## src/rtl/cordic_sched.sv

```systemverilog
// cordic_sched: round-robin scheduler that time-shares one pipelined CORDIC among NCHAN
// channels, tagging each issue so results come back with their channel number.
module cordic_sched #(
  parameter int NCHAN = 4,
  parameter int WIDTH = 16,
  parameter int LAT   = 16
) (
  input  logic                   clock,
  input  logic                   reset,
  input  logic                   enable,
  input  logic [NCHAN-1:0]       req,
  input  logic [NCHAN*WIDTH-1:0] i_in,
  input  logic [NCHAN*WIDTH-1:0] q_in,
  input  logic [NCHAN*WIDTH-1:0] phase_in,
  output logic [WIDTH-1:0]       cordic_xi,
  output logic [WIDTH-1:0]       cordic_yi,
  output logic [WIDTH-1:0]       cordic_zi,
  input  logic [WIDTH-1:0]       cordic_xo,
  input  logic [WIDTH-1:0]       cordic_yo,
  output logic                   out_valid,
  output logic [2:0]             out_chan,
  output logic [WIDTH-1:0]       out_i,
  output logic [WIDTH-1:0]       out_q,
  output logic [NCHAN-1:0]       overrun
);
  logic [NCHAN-1:0] pending;
  logic [NCHAN-1:0] gnt_mask;
  logic [7:0]       pend_x;
  logic [2:0]       last_grant;
  logic [2:0]       gnt;
  logic             gnt_any;
  logic [3:0]       cand;
  logic [WIDTH-1:0] hold_i [8];
  logic [WIDTH-1:0] hold_q [8];
  logic [WIDTH-1:0] hold_p [8];
  logic [LAT:0]     tag_v;
  logic [2:0]       tag_c [LAT+1];

  assign pend_x = 8'(pending);

  // Scan downwards so the last hit is the nearest channel after last_grant.
  always_comb begin
    gnt_any = 1'b0;
    gnt = last_grant;
    cand = '0;
    for (int j = NCHAN; j >= 1; j--) begin
      cand = 4'(last_grant) + 4'(j);
      cand = (cand >= 4'(NCHAN)) ? cand - 4'(NCHAN) : cand;
      if (pend_x[cand[2:0]]) begin
        gnt_any = 1'b1;
        gnt = cand[2:0];
      end
    end
  end

  assign gnt_mask = gnt_any ? {{(NCHAN-1){1'b0}}, 1'b1} << gnt : '0;

  always_ff @(posedge clock or negedge reset) begin
    if (!reset) begin
      pending <= '0;
      overrun <= '0;
      last_grant <= 3'(NCHAN-1);
      tag_v <= '0;
      for (int k = 0; k <= LAT; k++) tag_c[k] <= '0;
      for (int k = 0; k < 8; k++) begin
        hold_i[k] <= '0;
        hold_q[k] <= '0;
        hold_p[k] <= '0;
      end
      cordic_xi <= '0;
      cordic_yi <= '0;
      cordic_zi <= '0;
      out_valid <= 1'b0;
      out_chan <= '0;
      out_i <= '0;
      out_q <= '0;
    end else if (!enable) begin
      pending <= '0;
      overrun <= '0;
      tag_v <= '0;
      out_valid <= 1'b0;
    end else begin
      if (gnt_any) begin
        cordic_xi <= hold_i[gnt];
        cordic_yi <= hold_q[gnt];
        cordic_zi <= hold_p[gnt];
        last_grant <= gnt;
      end
      tag_v <= {tag_v[LAT-1:0], gnt_any};
      tag_c[0] <= gnt;
      for (int k = 1; k <= LAT; k++) tag_c[k] <= tag_c[k-1];
      out_valid <= tag_v[LAT];
      out_chan <= tag_c[LAT];
      out_i <= cordic_xo;
      out_q <= cordic_yo;
      // A request on a channel being granted this edge refills its slot without loss.
      pending <= (pending & ~gnt_mask) | req;
      overrun <= overrun | (req & pending & ~gnt_mask);
      for (int k = 0; k < NCHAN; k++) begin
        if (req[k]) begin
          hold_i[k] <= i_in[k*WIDTH +: WIDTH];
          hold_q[k] <= q_in[k*WIDTH +: WIDTH];
          hold_p[k] <= phase_in[k*WIDTH +: WIDTH];
        end
      end
    end
  end
endmodule

```

## config.mk

```make
export PLATFORM = sky130hd
export DESIGN_NAME = cordic_sched
export DESIGN_NICKNAME = d
export VERILOG_FILES = /design/src/rtl/cordic_sched.sv
export SDC_FILE = /design/constraint.sdc
export NUM_CORES = 1
export LEC_CHECK = 0
export CAP_MARGIN = 20
export CORE_ASPECT_RATIO = 0.75
export CORE_UTILIZATION = 63
export CTS_CLUSTER_SIZE = 16
export DETAILED_ROUTE_END_ITERATION = 8
export DONT_BUFFER_PORTS = 1
export PLACE_DENSITY_LB_ADDON = 0.15
export SYNTH_ARGS = -nofsm -noshare
export SYNTH_HDL_FRONTEND = slang
export SYNTH_SLANG_ARGS = --single-unit
```

## constraint.sdc

```tcl
create_clock -name clock -period 3.3 [get_ports clock]
set_input_delay 0 -clock clock [delete_from_list [all_inputs] [get_ports clock]]
set_output_delay 0 -clock clock [all_outputs]
set_load 0.01 [all_outputs]
```

==> results.json <==
{
  "status": "complete, but fails checks",
  "violations": "hold timing",
  "hold_violations": 355,
  "holdWs_ns": -0.801,
  "max_freq_mhz": 315,
  "r2r_end": "cordic_xi[8]",
  "most-common-layout-cells": "dfrtp_1 (353), mux2_2 (279), dlygate4sd3_1 (232), mux2i_1 (99), nand2_1 (55)",
  "die_h_um": 134,
  "endpoint": "cordic_xi[8]",
  "clock_skew_ns": 0.00805,
  "cp_data_arrival_time_ns": 3.52,
  "antenna_found_initial": 3,
  "cts_tree": "built",
  "grt_setup_unrepaired": "no",
  "final-setup-viol-count": 0,
  "n_fill_cell": 1135,
  "ys_ff_latch": 355,
  "grt_max_degree": 356,
  "hold_class": "input pin to asynchronous set/reset pin",
  "powerDensity_nw_per_um2": 855,
  "wire_per_inst_um": 23.6,
  "synth_top_family_by_area": "multiplexers",
  "synthesis.nets": 1219,
  "grt_overflow": 0,
  "drt_iter0_markers": 652,
  "synth_xor_area_frac": 0,
  "cts_sinks": 355,
  "power_mw": 15.6,
  "reg2regPathDepth": 9,
  "synth_edf_count": 0,
  "ys_top_cells_by_area": "dfrtp_1 (61%), mux2_2 (22%), mux2i_1 (6.8%)",
  "maxSlewHeadroom": 0.230,
  "synthAdderAreaFrac": 0.00172,
  "grt_pass1_vias": 10500,
  "synth-simple-area-share": 0.0311,
  "yosysUniqueCellTypes": 40,
  "peakVddDrop_uv": 595,
  "cp-startpoint": "last_grant[1]",
  "nets": 1440,
  "yosysWarnings": 192,
  "coreArea_um2": 22300,
  "endpoint_kind": "flop",
  "timing.final.crit_share": 0.961,
  "synth.top_cell.area_share": 0.608,
  "finalCriticalPeriod_ns": 3.17,
  "rows": 47,
  "die_w_um": 177,
  "place_hpwl_um": 20000,
  "tightest_slew_ns": 1.15,
  "start_util": 0.650,
  "portBuffers": 0,
  "drt_pass1_iterations": 5,
  "cp_max_fo": 18,
  "insertion_delay_ns": 0.50,
  "timing.rr.start": "last_grant[1]",
  "r2r_slack_ns": 0.13,
  "leakagePower_nw": 8.05,
  "netlist_instances": 986,
  "setup_tns_ns": 0,
  "synth_flop_cell": "dfrtp_1",
  "synth_area_leader_cell": "dfrtp_1",
  "synth_mux_area_frac": 0.287,
  "gp_congestion": 0.892,
  "clkTransAtPathRegs_ns": 0.07,
  "crit_required_ns": 3.65,
  "drv_cap": 0,
  "grt_pass1_wl_um": 57200,
  "root_buffer": "clkbuf_16",
  "drive_above_1_share": 0.297,
  "io_pins": 319,
  "via_count": 9307,
  "crit_path_start_kind": "flop",
  "track_usage": 0.315,
  "drt-total-wl_um": 36000,
  "final_common_cell": "dfrtp_1",
  "ctsHoldBuffers": 233,
  "antenna_left": 0,
  "die_area_um2": 23700,
  "ys_async_sr_fraction": 1.00,
  "syn_to_final_growth_pct": 25.6,
  "seq_area_frac_synth": 0.611,
  "cts_buffers": 35,
  "final_util": 0.817,
  "syn_avg_cell_area_um2": 14.7,
  "viasPerCell": 6.09,
  "cts_buffer_depth": 3,
  "synthesis.area_um2": 14500,
  "finalMaxSlewViolations": 0,
  "route.detailed.drc": 0,
  "htreeDepth": 2,
  "crit_type": "flop to flop",
  "synth-compound-area-share": 0.0464
}
flip-flops by register name (all words and copies together), names as in the netlist:
register	flops
out_i	16
tag_v	17
out_chan	3
tag_c	51
hold_i	64
cordic_zi	16
hold_q	64
hold_p	64
last_grant	3
pending	4
cordic_yi	16
out_valid	1
cordic_xi	16
out_q	16
overrun	4
worst max-delay path: stages, from the launching register on:
cell and delay [ns]:
dfstp_2 0.62, inv_1 0.09, ha_1 0.44, mux2_2 0.39
nor2_1 0.21, a22oi_1 0.18, nand2_4 0.17, buf_4 0.36
mux2i_1 0.38, o221ai_1 0.16
synthesized netlist by cell type, types with 2 or more instances:
library cell and count:
a22oi_1 2, o21ai_0 12, dfrtp_1 353, mux4_2 2
and2_1 21, buf_4 6, mux2i_1 99, buf_2 15
a31o_2 2, clkbuf_1 37, buf_6 3, nand2b_1 3
buf_1 2, nor2_1 5, ha_1 2, a21oi_1 5
a32o_1 2, inv_1 4, nand3_1 3, and3_1 3
mux2_2 279, nand2_1 59, o221ai_1 49, dfstp_2 2
where the power goes:
group	total, mW	switching [mW]	leakage [nW]	internal (mW)
registers	6.24	0.880	4.29	5.36
logic	5.50	2.89	3.22	2.61
clock network	3.87	1.62	0.543	2.25
total	15.6	5.40	8.05	10.2
stage by stage:
| stage | setup WS (ns) | instances | instance area, um^2 | hold slack (ns) |
|---|---|---|---|---|
| finish | 0.127 | 1528 | 18300 | -0.801 |
| global route | 0.0141 | 1527 | 18200 | -0.825 |
| CTS | 0.130 | 1524 | 18200 | -0.819 |
| detailed placement | 0.157 | 1231 | 14800 | -0.286 |
| global placement | 0.233 | 1231 | 14800 | -0.287 |
| floorplan | 0.320 | 986 | 14500 | -0.296 |
worst min-delay path by stage:
stage	end	depth (start not counted)	slack, ns	from
after CTS	cordic_xi[2]	0	-0.82	reset
after global placement	hold_i[82]	0	-0.29	reset
after detailed placement	hold_i[66]	0	-0.29	reset
final	cordic_xi[2]	0	-0.80	reset
after floorplan	cordic_xi[0]	0	-0.30	reset
after global routing	cordic_xi[2]	0	-0.83	reset
logic make-up (layout without fill, tap and decap cells):
kind of cell / Yosys count / in the layout
and+or+nand+nor: 98 / 98
adders and majority gates: 2 / 2
muxes: 380 / 380
other: 0 / 4
DFF: 355 / 355
AOI/OAI and AO/OA: 83 / 83
buffers and inverters: 68 / 312
layout make-up:
cell class	count	area [um^2]	share of cell area
inverters	5	18.8	0.00103
clock buffers	50	1020	0.0561
multi-input cells	563	5350	0.293
flip-flops and latches	355	8890	0.487
repair buffers	247	2500	0.137
clock inverters	10	97.6	0.00535
well taps	294	368	0.0202
diodes	4	10.0	0.000548
layer usage:
layer | track usage | part of all wire
met5 | 0 | 0
met4 | 0.113 | 0.028
met3 | 0.0825 | 0.077
met2 | 0.535 | 0.51
met1 | 0.390 | 0.39
timing repair:
item	in CTS	in global routing
resized for setup	0	2
endpoints found under the hold margin	661	355
endpoints found under the setup margin	0	26
setup buffers	0	0
Note: power is estimated with default switching activity, not from simulation.
